### config.mk
export PLATFORM = sky130hd
export DESIGN_NAME = dma_line_unpacker
export DESIGN_NICKNAME = d
export VERILOG_FILES = /design/src/rtl/dma_line_unpacker.sv
export SDC_FILE = /design/constraint.sdc
export NUM_CORES = 1
export LEC_CHECK = 0
export CAP_MARGIN = 20
export CELL_PAD_IN_SITES_DETAIL_PLACEMENT = 1
export CELL_PAD_IN_SITES_GLOBAL_PLACEMENT = 1
export CORE_ASPECT_RATIO = 1.1
export CORE_UTILIZATION = 50
export CTS_CLUSTER_DIAMETER = 60
export DETAILED_ROUTE_END_ITERATION = 6
export DONT_BUFFER_PORTS = 1
export PLACE_DENSITY_LB_ADDON = 0.1
export SLEW_MARGIN = 20
export SYNTH_ARGS = -nofsm -noshare
export SYNTH_HDL_FRONTEND = slang
export SYNTH_SLANG_ARGS = --single-unit
export TNS_END_PERCENT = 20
### constraint.sdc
create_clock -name clk -period 5.3 [get_ports clk]
set_input_delay 1.06 -clock clk [delete_from_list [all_inputs] [get_ports clk]]
set_output_delay 1.06 -clock clk [all_outputs]
set_load 0.02 [all_outputs]
### src/rtl/dma_line_unpacker.sv
// dma_line_unpacker: pops 512-bit cache lines from a first-word-fall-through
// DMA read FIFO and replays them as a stream of OUT_WIDTH-bit words, one
// 32-bit slot per handshake, slot 0 first. A software-supplied line count is
// consumed per go. Completion and upper-bit truncation are reported as sticky
// flags.
//
// Output stream handshake: a word transfers on every rising clk edge where
// out_valid && out_ready. Once out_valid is raised, out_data holds the same
// word until that transfer happens. out_valid never depends combinationally
// on out_ready.
module dma_line_unpacker #(
  parameter int CL_DATA_WIDTH = 512,
  parameter int SLOT_WIDTH    = 32,
  parameter int OUT_WIDTH     = 20,   // must not exceed SLOT_WIDTH
  parameter int COUNT_WIDTH   = 65
) (
  input  logic                     clk,
  input  logic                     rst,          // asynchronous, active low
  input  logic                     go,
  input  logic [COUNT_WIDTH-1:0]   num_lines,
  input  logic                     dma_empty,
  input  logic [CL_DATA_WIDTH-1:0] dma_rd_data,
  output logic                     dma_rd_en,
  output logic                     out_valid,
  output logic [OUT_WIDTH-1:0]     out_data,
  input  logic                     out_ready,
  output logic                     busy,
  output logic                     done,
  output logic                     trunc_err,
  output logic [1:0]               dbg_state     // FSM state, for observation
);

  localparam int SLOTS = CL_DATA_WIDTH / SLOT_WIDTH;
  localparam int IDX_W = (SLOTS > 1) ? $clog2(SLOTS) : 1;
  localparam logic [IDX_W-1:0] LAST_IDX = IDX_W'(SLOTS - 1);
  localparam logic [COUNT_WIDTH-1:0] CNT_ONE = COUNT_WIDTH'(1);

  typedef enum logic [1:0] {
    S_IDLE = 2'd0,
    S_RUN  = 2'd1,
    S_DONE = 2'd2
  } state_e;

  // Registered state and its next-state values.
  state_e                   state_q,      state_d;
  logic [COUNT_WIDTH-1:0]   lines_left_q, lines_left_d;   // lines not yet popped
  logic [CL_DATA_WIDTH-1:0] line_q,       line_d;         // current line buffer
  logic                     line_vld_q,   line_vld_d;     // buffer has unsent slots
  logic [IDX_W-1:0]         slot_idx_q,   slot_idx_d;     // next slot to emit
  logic                     trunc_q,      trunc_d;

  // Combinational helpers.
  logic [SLOT_WIDTH-1:0] slot_arr [SLOTS];
  logic [SLOT_WIDTH-1:0] cur_slot;
  logic                  cur_upper_nz;
  logic                  handshake;
  logic                  last_handshake;
  logic                  pop;

  // Split the buffered line into slots; slot k sits at bits [32k+31:32k].
  always_comb begin
    for (int k = 0; k < SLOTS; k++) begin
      slot_arr[k] = line_q[k*SLOT_WIDTH +: SLOT_WIDTH];
    end
  end

  // Select the slot being presented and derive handshake / pop conditions.
  always_comb begin
    cur_slot       = slot_arr[slot_idx_q];
    // Any bit above the emitted width is lost when the slot is narrowed.
    cur_upper_nz   = (cur_slot >> OUT_WIDTH) != '0;
    handshake      = line_vld_q && out_ready;
    last_handshake = handshake && (slot_idx_q == LAST_IDX);
    // Refill when the buffer is empty, or exactly as its last slot leaves so
    // consecutive lines stream without a bubble.
    pop            = (state_q == S_RUN) && !dma_empty &&
                     (lines_left_q != '0) &&
                     (!line_vld_q || last_handshake);
  end

  // Next-state logic for the FSM, buffer, counters and sticky flag.
  always_comb begin
    state_d      = state_q;
    lines_left_d = lines_left_q;
    line_d       = line_q;
    line_vld_d   = line_vld_q;
    slot_idx_d   = slot_idx_q;
    trunc_d      = trunc_q;

    unique case (state_q)
      S_IDLE, S_DONE: begin
        if (go) begin
          lines_left_d = num_lines;
          trunc_d      = 1'b0;
          line_vld_d   = 1'b0;
          slot_idx_d   = '0;
          state_d      = (num_lines == '0) ? S_DONE : S_RUN;
        end
      end

      S_RUN: begin
        // go is deliberately ignored while a transfer is running.
        if (handshake && cur_upper_nz) begin
          trunc_d = 1'b1;
        end

        if (pop) begin
          line_d       = dma_rd_data;
          line_vld_d   = 1'b1;
          slot_idx_d   = '0;
          lines_left_d = lines_left_q - CNT_ONE;
        end else if (last_handshake) begin
          line_vld_d = 1'b0;
        end else if (handshake) begin
          slot_idx_d = slot_idx_q + IDX_W'(1);
        end

        // lines_left already counts only unpopped lines, so zero here means
        // the word just accepted was the final one of the transfer.
        if (last_handshake && (lines_left_q == '0)) begin
          state_d = S_DONE;
        end
      end

      default: begin
        state_d = S_IDLE;
      end
    endcase
  end

  // State register with asynchronous active-low clear; a reset drops any
  // partially sent line.
  always_ff @(posedge clk or negedge rst) begin
    if (!rst) begin
      state_q      <= S_IDLE;
      lines_left_q <= '0;
      line_q       <= '0;
      line_vld_q   <= 1'b0;
      slot_idx_q   <= '0;
      trunc_q      <= 1'b0;
    end else begin
      state_q      <= state_d;
      lines_left_q <= lines_left_d;
      line_q       <= line_d;
      line_vld_q   <= line_vld_d;
      slot_idx_q   <= slot_idx_d;
      trunc_q      <= trunc_d;
    end
  end

  // Outputs come from registered state only (dma_rd_en also sees inputs).
  always_comb begin
    dma_rd_en = pop;
    out_valid = line_vld_q;
    out_data  = cur_slot[OUT_WIDTH-1:0];
    busy      = (state_q == S_RUN);
    done      = (state_q == S_DONE);
    trunc_err = trunc_q;
    dbg_state = state_q;
  end

endmodule

==> results of run 1 <==
-- cell usage in the layout (no fill, tap or decap), drive strengths merged, types with 35 or more instances in the layout --
cell and instances:
dfrtp 585, mux2 528, nand2 113, nor4 97, clkbuf 95, o21ai 73, mux2i 65, nor2 51
a21oi 46, mux4 40, nor3 40, nand3 35, nand4 35
-- power groups by stage --
stage                     combinational [mW]  clock [mW]  sequential (mW)
after floorplan                         7.63           0             7.81
after global placement                  8.44           0             8.35
after detailed placement                8.69           0             8.47
after CTS                               8.76        5.11             8.46
after global routing                    9.32        5.27             8.75
final                                   8.75        5.00             8.48
-- per-stage QoR --
stage               power, mW  area [µm²]  hold WS [ps]
global placement        16.79       29380         484.3
global route            23.34       31810         134.5
CTS                     22.33       31770         128.9
finish                  22.23       31830         157.1
detailed placement      17.16       29380         490.8
floorplan               15.45       29080         474.9
-- cell usage after synthesis (6+ instances only) --
cell	count
o311ai_0	11
dfrtp_1	585
nor4_1	90
nand3_1	35
nor2_1	49
mux4_2	40
nand2_1	112
a21oi_1	46
mux2_2	68
nand4_1	35
buf_1	7
o211ai_1	14
o21ai_0	63
mux2_4	460
inv_1	7
a221oi_1	20
or4_1	6
nor3_1	37
a32o_1	9
buf_2	17
a31oi_1	11
or3_1	14
clkbuf_1	57
or2_2	6
and3_1	11
a22oi_1	26
o31ai_1	7
o21ai_1	10
buf_6	53
o22ai_1	12
mux2i_1	65
-- area by class of cell --
type / count / area, µm²
Antenna cell: 24 / 60.06
Clock buffer: 95 / 2007
Clock inverter: 28 / 381.6
Fill cell: 5500 / 25610
Inverter: 8 / 37.54
Multi-Input combinational cell: 1342 / 13500
Sequential cell: 585 / 14650
Tap cell: 752 / 940.9
Timing Repair Buffer: 25 / 262.8
-- layer usage --
metal,share of wire (%),up-vias
met5,0.12,-
met4,3.2,14
met3,8.0,155
met2,49,683
met1,40,9481
li1,-,7744
-- how the worst max path moves through the flow --
stage,start,to,slack (ps)
5_1_grt,slot_idx_q[0],out_data[18],360
6_report,slot_idx_q[0],out_data[18],400
3_3_place_gp,slot_idx_q[0],out_data[18],1150
2_1_floorplan,out_ready,dma_rd_en,2010
3_5_place_dp,slot_idx_q[0],out_data[18],1110
4_1_cts,slot_idx_q[0],out_data[18],470
-- registers in the layout, indices dropped and copies added (netlist names) --
signal	count
dbg_state	2
line_q	512
lines_left_q	65
out_valid	1
slot_idx_q	4
trunc_err	1
-- logic make-up after synthesis --
group | Yosys count
buffers and inverters | 144
DFF | 585
adders and majority gates | 2
xor gates and xnor gates | 1
and+or+nand+nor | 437
muxes | 633
AOI/OAI and AO/OA | 269
==> flow_metrics.py, run 1 <==
metrics = {
    "sta": {
        "worst_clock_skew_ps": 25.53,
        "rsz0062_at_grt": "false",
        "finalSetupViolations": 0,
        "setup_tns_ps": 0,
        "worstMarginPinSlew_ps": 2770,
        "worst_slack_ps": 397.2,
        "fin_crit_sh_pct": 92.51,
        "fmax_ghz": 0.2040,
        "max_slew_margin_pct": -84.68,
        "hold_viol": 0,
        "min_period_ps": 4903,
        "slew_violations": 342,
    },
    "pwr": {
        "p_seq_share_pct": 38.1,
        "clock_power_share_pct": 22.5,
        "power_frac_comb_pct": 39.4,
        "p_leak_nw": 13.38,
        "switching_share_pct": 32.84,
        "peakVddDrop_v": 0.0004076,
        "netSwitchingPower_mw": 7.301,
        "pwr_density_cell_nw_per_um2": 698.5,
        "p_int_mw": 14.93,
    },
    "global_routing": {
        "grt_pass1_vias": 19446,
        "grt_use_met2_pct": 47.91,
        "grt_antenna_before_repair": 26,
        "gr-usage-all-layers_pct": 30.18,
        "use_met3_pct": 8.935,
        "grt_max_degree": 586,
        "grt_pass1_wl_um": 132200,
        "grt_overflow": 0,
        "top_usage_layer": "met2",
        "grt_util_met1_pct": 38.91,
    },
    "layout": {
        "final_nets": 2614,
        "stdcell_count": 2859,
        "layout-drive-gt1-share_pct": 35.53,
        "syn_to_final_growth_pct": 9.466,
        "final_util_pct": 55.42,
    },
    "floorplanning": {
        "initial_core_util_pct": 50.63,
        "fp-row-count": 92,
        "core-area_um2": 57440,
        "fp.dieH_um": 254.9,
        "fp.dieW_um": 231.9,
        "die-area_um2": 59130,
        "ios": 609,
    },
    "placement": {
        "placed_cells": 2712,
        "place_congestion": 0.8885,
        "port_buffers": 0,
        "dp_hpwl_um": 63770,
        "dp_slack_ps": 1113,
    },
    "route": {
        "via_per_inst": 6.323,
        "dr.pass1.iters": 5,
        "wl_per_cell_um": 31.50,
        "vias": 18077,
        "drc": 0,
        "antenna_left": 0,
        "drt_iter0_drc": 1300,
        "routed_wl_um": 90060,
    },
    "status": {
        "status": "finished, violations left",
        "violations": "slew limit",
    },
    "yosys": {
        "yosys.area_share.simple_pct": 8.296,
        "synth_compound_area_share_pct": 6.209,
        "synth-seq-cells": 585,
        "synth_area_um2": 29080,
        "yosysUniqueCellTypes": 72,
        "yosysTopAreaCellShare_pct": 50.34,
        "ys_warn_count": 0,
        "synth_nets": 2655,
        "syn_area_per_cell_um2": 14.04,
        "synth.area.mux_share_pct": 31.72,
        "syn_inst": 2071,
        "async_reset_ff_share_pct": 100.0,
        "synthAdderAreaFrac_pct": 0.08605,
        "synth-seq-area-share_pct": 50.34,
        "synth_edf_count": 0,
        "synthXorXnorAreaFrac_pct": 0.03012,
        "ys.flop_type": "dfrtp_1",
        "synth_top_cells_by_area": "dfrtp_1, mux2_4, mux4_2",
        "synth_top_family_by_area": "multiplexers",
        "yosysTopAreaCell": "dfrtp_1",
    },
    "setup_path": {
        "crit_slowest_cell": "a221oi_1",
        "cpPeakStageDelay_ps": 1140,
        "path_cells": "buf_12, mux2i_1, a221oi_1, o21ai_0, nand2_1",
        "path_class": "reg2out",
        "cp_top_family": "compound AO/OA/AOI/OAI gates",
        "cp.arrival_ps": 3840,
        "worst-path-stages": 5,
        "ff2ff_setup_slack_ps": 1400,
        "rr_startpoint": "slot_idx_q[1]",
        "critPathMaxFanout": 113,
        "crit_buf_inv": 1,
        "critPathLaunchType": "flop",
        "crit_required_ps": 4240,
        "end_kind": "output pin",
        "r2r-end": "line_q[6]",
        "worstRegToRegCells": 8,
    },
    "clock_tree": {
        "cts_resized": 0,
        "h-tree-depth": 3,
        "cts_made_buffers": 68,
        "clk_latency_ps": 620,
        "cts-root-buf": "clkbuf_16",
        "cts_sinks": 585,
        "postCtsHoldBufs": 0,
        "cts_tree": "yes",
        "path_clk_slew_ps": 60,
        "post_cts_buffers": 0,
        "clockBufferDepth": 3,
    },
    "job": {
        "max_cap_violations": 0,
    },
    "hold_path": {
        "holdCritPathClass": "in2async",
    },
}
(Power assumes the default switching activity.)
==> run 2, diff against run 1 <==
--- a/config.mk
+++ b/config.mk
@@ -9,7 +9,7 @@
 export CELL_PAD_IN_SITES_DETAIL_PLACEMENT = 1
 export CELL_PAD_IN_SITES_GLOBAL_PLACEMENT = 1
 export CORE_ASPECT_RATIO = 1.1
-export CORE_UTILIZATION = 50
+export CORE_UTILIZATION = 40
 export CTS_CLUSTER_DIAMETER = 60
 export DETAILED_ROUTE_END_ITERATION = 6
 export DONT_BUFFER_PORTS = 1
==> run 2 against run 1 <==
  * Highest routed layer unchanged
  * Sequential power barely moved
  * Global-route usage decreased by 4.8 points
  * Clock power is 2% lower
  * Critical path depth rose by 3
  * The flow still finishes with violations (slew limit)
==> flow_metrics.py, run 2 (same netlist as run 1, synthesis figures left out) <==
metrics = {
    "setup_path": {
        "end_kind": "output pin",
        "crit_slowest_cell": "nor3_2",
        "path_cells": "inv_1, ha_1, nor4b_4, nand3_1, nor3_2, a31oi_1, nand2_2, inv_8",
        "path_class": "reg2out",
        "cp.arrival_ps": 3470,
        "cp_top_family": "simple AND/OR/NAND/NOR gates",
        "cpPeakStageDelay_ps": 560,
        "critPathLaunchType": "flop",
        "critPathLaunch": "lines_left_q[0]",
        "crit_buf_inv": 2,
        "crit_required_ps": 4240,
        "rr_startpoint": "slot_idx_q[0]",
        "critPathMaxFanout": 67,
    },
    "route": {
        "wl_per_cell_um": 30.86,
        "routed_wl_um": 94340,
        "antenna_left": 0,
        "drc": 0,
        "vias": 17996,
        "via_per_inst": 5.887,
        "dr.pass1.iters": 5,
        "drt_iter0_drc": 1262,
    },
    "status": {
        "status": "finished, violations left",
        "violations": "slew limit",
    },
    "clock_tree": {
        "cts_made_buffers": 68,
        "path_clk_slew_ps": 60,
        "clockBufferDepth": 3,
        "clk_latency_ps": 620,
        "post_cts_buffers": 0,
        "cts_resized": 0,
        "h-tree-depth": 3,
        "cts-root-buf": "clkbuf_16",
        "cts_tree": "yes",
        "cts_sinks": 585,
        "postCtsHoldBufs": 0,
    },
    "sta": {
        "worst_clock_skew_ps": 23.53,
        "fmax_ghz": 0.2207,
        "max_slew_margin_pct": -74.68,
        "setup_tns_ps": 0,
        "rsz0062_at_grt": "false",
        "slew_violations": 414,
        "min_period_ps": 4531,
        "hold_viol": 0,
        "finalSetupViolations": 0,
        "worstMarginPinSlew_ps": 2620,
        "fin_crit_sh_pct": 85.50,
    },
    "global_routing": {
        "grt_pass1_vias": 19596,
        "grt_max_degree": 586,
        "grt_antenna_before_repair": 38,
        "grt_pass1_wl_um": 138400,
        "grt_overflow": 0,
        "gr-usage-all-layers_pct": 25.42,
    },
    "floorplanning": {
        "ios": 609,
        "initial_core_util_pct": 40.44,
        "fp-row-count": 103,
        "core-area_um2": 71910,
        "fp.dieW_um": 259.1,
        "fp.dieH_um": 284.8,
        "die-area_um2": 73780,
    },
    "placement": {
        "place_congestion": 0.8679,
        "dp_hpwl_um": 67250,
        "port_buffers": 0,
    },
    "pwr": {
        "pwr_density_cell_nw_per_um2": 690.7,
        "p_leak_nw": 13.40,
        "power_mw": 22.17,
        "peakVddDrop_v": 0.0003668,
    },
    "layout": {
        "syn_to_final_growth_pct": 10.37,
        "layout-drive-gt1-share_pct": 35.72,
        "final_common_cell": "dfrtp_1",
        "largest_reg_flops": 512,
        "final_nets": 2623,
        "top_register": "line_q",
        "final_cell_mix": "dfrtp_1, mux2_4, nand2_1, nor4_1, clkbuf_16",
        "top_regs": "line_q: 512 flops, lines_left_q: 65 flops, slot_idx_q: 4 flops",
    },
    "job": {
        "max_cap_violations": 0,
    },
    "hold_path": {
        "holdCritPathClass": "in2async",
    },
}
==> run 2: area by class of cell <==
cell class	instances	area (µm²)
Fill cell	7154	39820
Inverter	8	37.54
Tap cell	945	1182
Clock inverter	27	366.6
Antenna cell	21	52.55
Clock buffer	95	1954
Multi-Input combinational cell	1342	13500
Timing Repair Buffer	34	352.8
Sequential cell	585	14650
==> run 2: report_power, final <==
group          internal [mW]  switching, mW  leakage [nW]
registers               6.79           1.72          6.93
clock network           2.90           2.02          1.15
logic                   5.12           3.61          5.32
==> run 2: final timing paths <==
kind	slack (ps)	endpoint	cells after the start
min in group clk	500	line_q[499]	1
worst min register to register	500	line_q[499]	1
max in group asynchronous	3080	line_q[487]	0
worst min-delay path	140	lines_left_q[61]	0
worst max-delay path	770	dma_rd_en	8
worst max register to register	1340	line_q[10]	8
==> run 2: through the flow <==
step	util, %	std cells	hold slack, ps	setup slack [ps]	area (µm²)
3_3_place_gp	41.32	2913	484.7	1395	29710
5_1_grt	44.63	3056	115.9	579.3	32090
3_5_place_dp	41.33	2914	489.5	1348	29720
2_1_floorplan	-	2071	474.9	2007	29080
6_report	44.63	3057	138.8	768.5	32100
4_1_cts	44.56	3036	105.6	702.5	32040
==> run 2: per-layer routing <==
layer / wire length [µm] / part of all wire [%] / vias to the layer above / GRT usage, %
met5: 263 / 0.28 / - / 0
met4: 2332 / 2.5 / 32 / 9.571
met3: 6947 / 7.4 / 134 / 7.573
met2: 46290 / 49 / 514 / 40.55
met1: 38510 / 41 / 9547 / 32.43
li1: - / - / 7769 / -
==> run 3, diff against run 2 <==
--- a/config.mk
+++ b/config.mk
@@ -5,6 +5,7 @@
 export SDC_FILE = /design/constraint.sdc
 export NUM_CORES = 1
 export LEC_CHECK = 0
+export ABC_CLOCK_PERIOD_IN_PS = 5300
 export CAP_MARGIN = 20
 export CELL_PAD_IN_SITES_DETAIL_PLACEMENT = 1
 export CELL_PAD_IN_SITES_GLOBAL_PLACEMENT = 1
@@ -14,6 +15,7 @@
 export DETAILED_ROUTE_END_ITERATION = 6
 export DONT_BUFFER_PORTS = 1
 export PLACE_DENSITY_LB_ADDON = 0.1
+export RECOVER_POWER = 100
 export SLEW_MARGIN = 20
 export SYNTH_ARGS = -nofsm -noshare
 export SYNTH_HDL_FRONTEND = slang
==> run 3 against run 2 <==
  * Critical path type unchanged
  * Die area unchanged
  * Core utilization down 2.4 points
  * The run ends with capacitance limit, slew limit left
  * Total power down 10%
==> flow_metrics.py, run 3 (same netlist as run 1, synthesis figures left out) <==
metrics = {
    "clock_tree": {
        "post_cts_buffers": 0,
        "cts_resized": 0,
        "clockBufferDepth": 3,
        "cts-root-buf": "clkbuf_16",
        "cts_sinks": 585,
        "h-tree-depth": 3,
        "clk_latency_ps": 620,
        "path_clk_slew_ps": 60,
        "cts_made_buffers": 68,
        "cts_tree": "yes",
        "postCtsHoldBufs": 0,
    },
    "pwr": {
        "p_leak_nw": 11.98,
        "netSwitchingPower_mw": 6.979,
        "p_int_mw": 12.90,
        "p_seq_share_pct": 42.2,
        "switching_share_pct": 35.11,
        "peakVddDrop_v": 0.0003607,
        "power_frac_comb_pct": 33.0,
        "pwr_density_cell_nw_per_um2": 654.4,
        "clock_power_share_pct": 24.8,
    },
    "global_routing": {
        "grt_overflow": 0,
        "grt_max_degree": 586,
        "grt_pass1_vias": 19596,
        "gr-usage-all-layers_pct": 25.42,
        "grt_pass1_wl_um": 138400,
        "grt_antenna_before_repair": 113,
    },
    "route": {
        "vias": 18056,
        "highest_layer": "met5",
        "drt_iter0_drc": 1178,
        "wl_met2_um": 45420,
        "wl_per_cell_um": 30.28,
        "met3WireLength_um": 6930,
        "drc": 0,
        "via_per_inst": 5.855,
        "antenna_left": 0,
        "dr.pass1.iters": 5,
        "drt-met1-wl_um": 37860,
        "routed_wl_um": 93400,
    },
    "sta": {
        "rsz0062_at_grt": "false",
        "fin_crit_sh_pct": 88.99,
        "finalSetupViolations": 0,
        "fmax_ghz": 0.2120,
        "setup_tns_ps": 0,
        "worstMarginPinSlew_ps": 3457,
        "slew_violations": 545,
        "max_slew_margin_pct": -130.4,
        "hold_viol": 0,
        "worst_clock_skew_ps": 24.34,
        "min_period_ps": 4716,
    },
    "placement": {
        "place_congestion": 0.8679,
        "dp_hpwl_um": 67250,
        "port_buffers": 0,
    },
    "layout": {
        "layout-drive-gt1-share_pct": 13.92,
        "final_util_pct": 42.24,
        "syn_to_final_growth_pct": 4.453,
        "final_cell_mix": "dfrtp_1, mux2_1, nand2_1, nor4_1, o21ai_0",
        "final_common_cell": "dfrtp_1",
        "top_register": "line_q",
        "top_regs": "line_q: 512 flops, lines_left_q: 65 flops, slot_idx_q: 4 flops",
        "final_nets": 2623,
        "largest_reg_flops": 512,
    },
    "hold_path": {
        "holdCritPathClass": "in2async",
    },
    "setup_path": {
        "critPathLaunchType": "flop",
        "path_cells": "buf_4, nor2b_2, a221oi_1, o21ai_0, nand2_1",
        "end_kind": "output pin",
        "crit_required_ps": 4240,
        "cp_top_family": "simple AND/OR/NAND/NOR gates",
        "path_class": "reg2out",
        "crit_slowest_cell": "nor2b_2",
        "crit_buf_inv": 1,
        "critPathMaxFanout": 26,
        "cp.arrival_ps": 3660,
        "cpPeakStageDelay_ps": 1210,
    },
    "floorplanning": {
        "fp.dieW_um": 259.1,
        "fp.dieH_um": 284.8,
        "fp-row-count": 103,
        "core-area_um2": 71910,
        "ios": 609,
        "die-area_um2": 73780,
        "initial_core_util_pct": 40.44,
    },
    "status": {
        "violations": "capacitance limit, slew limit",
        "status": "finished, violations left",
    },
    "job": {
        "max_cap_violations": 2,
    },
}
-- run 3: cell types whose count changed in the layout (fill, tap and decap cells not counted), moves of 2 or more --
cell      change
clkbuf_4      +2
o21ai_1      -11
buf_12        -5
mux2_1      +437
mux2_4      -437
clkbuf_2      +4
o21ai_0      +11
diode_2      +27
clkbuf_1     +12
buf_4        -14
-- run 3: power by group through the flow --
stage          logic (mW)  registers, mW  clock network [mW]
2_1_floorplan        7.63           7.81                   0
6_report             6.56           8.39                4.92
3_3_place_gp         8.54           8.43                   0
3_5_place_dp         8.74           8.53                   0
4_1_cts              8.79           8.51                5.06
5_1_grt              7.16           8.69                5.22
-- run 3: final cells by class --
class,count,area [µm²]
tap,945,1182
timing repair buffer,34,240.2
clock inverter,27,366.6
sequential,585,14650
clock buffer,95,1954
inverter,8,37.54
antenna,48,120.1
multi-input combinational,1342,11830
fill,7415,41540
-- run 3: worst paths after layout --
check / from / end / slack, ps / depth (start not counted)
min in group clk: line_q[139] / line_q[139] / 480 / 1
worst min register to register: line_q[139] / line_q[139] / 480 / 1
max in group asynchronous: rst / line_q[473] / 2440 / 0
worst max register to register: slot_idx_q[0] / line_q[133] / 670 / 8
worst min-delay path: rst / lines_left_q[61] / 140 / 0
worst max-delay path: slot_idx_q[2] / out_data[19] / 580 / 5
-- run 3: routing by layer --
metal / track usage (%) / vias to the layer above
met1: 32.43 / 9368
met4: 9.571 / 54
met5: 0 / -
met3: 7.573 / 227
met2: 40.55 / 596
li1: - / 7811
-- run 3: per-stage QoR --
stage / std cells / setup slack [ps] / cell area (µm²) / hold slack (ps) / power, mW
6_report: 3084 / 583.6 / 30370 / 139.0 / 19.88
5_1_grt: 3076 / 342.6 / 30350 / 114.4 / 21.07
4_1_cts: 3036 / 702.5 / 32040 / 105.6 / 22.35
3_5_place_dp: 2914 / 1348 / 29720 / 489.5 / 17.27
3_3_place_gp: 2913 / 1395 / 29710 / 484.7 / 16.97
2_1_floorplan: 2071 / 2007 / 29080 / 474.9 / 15.45
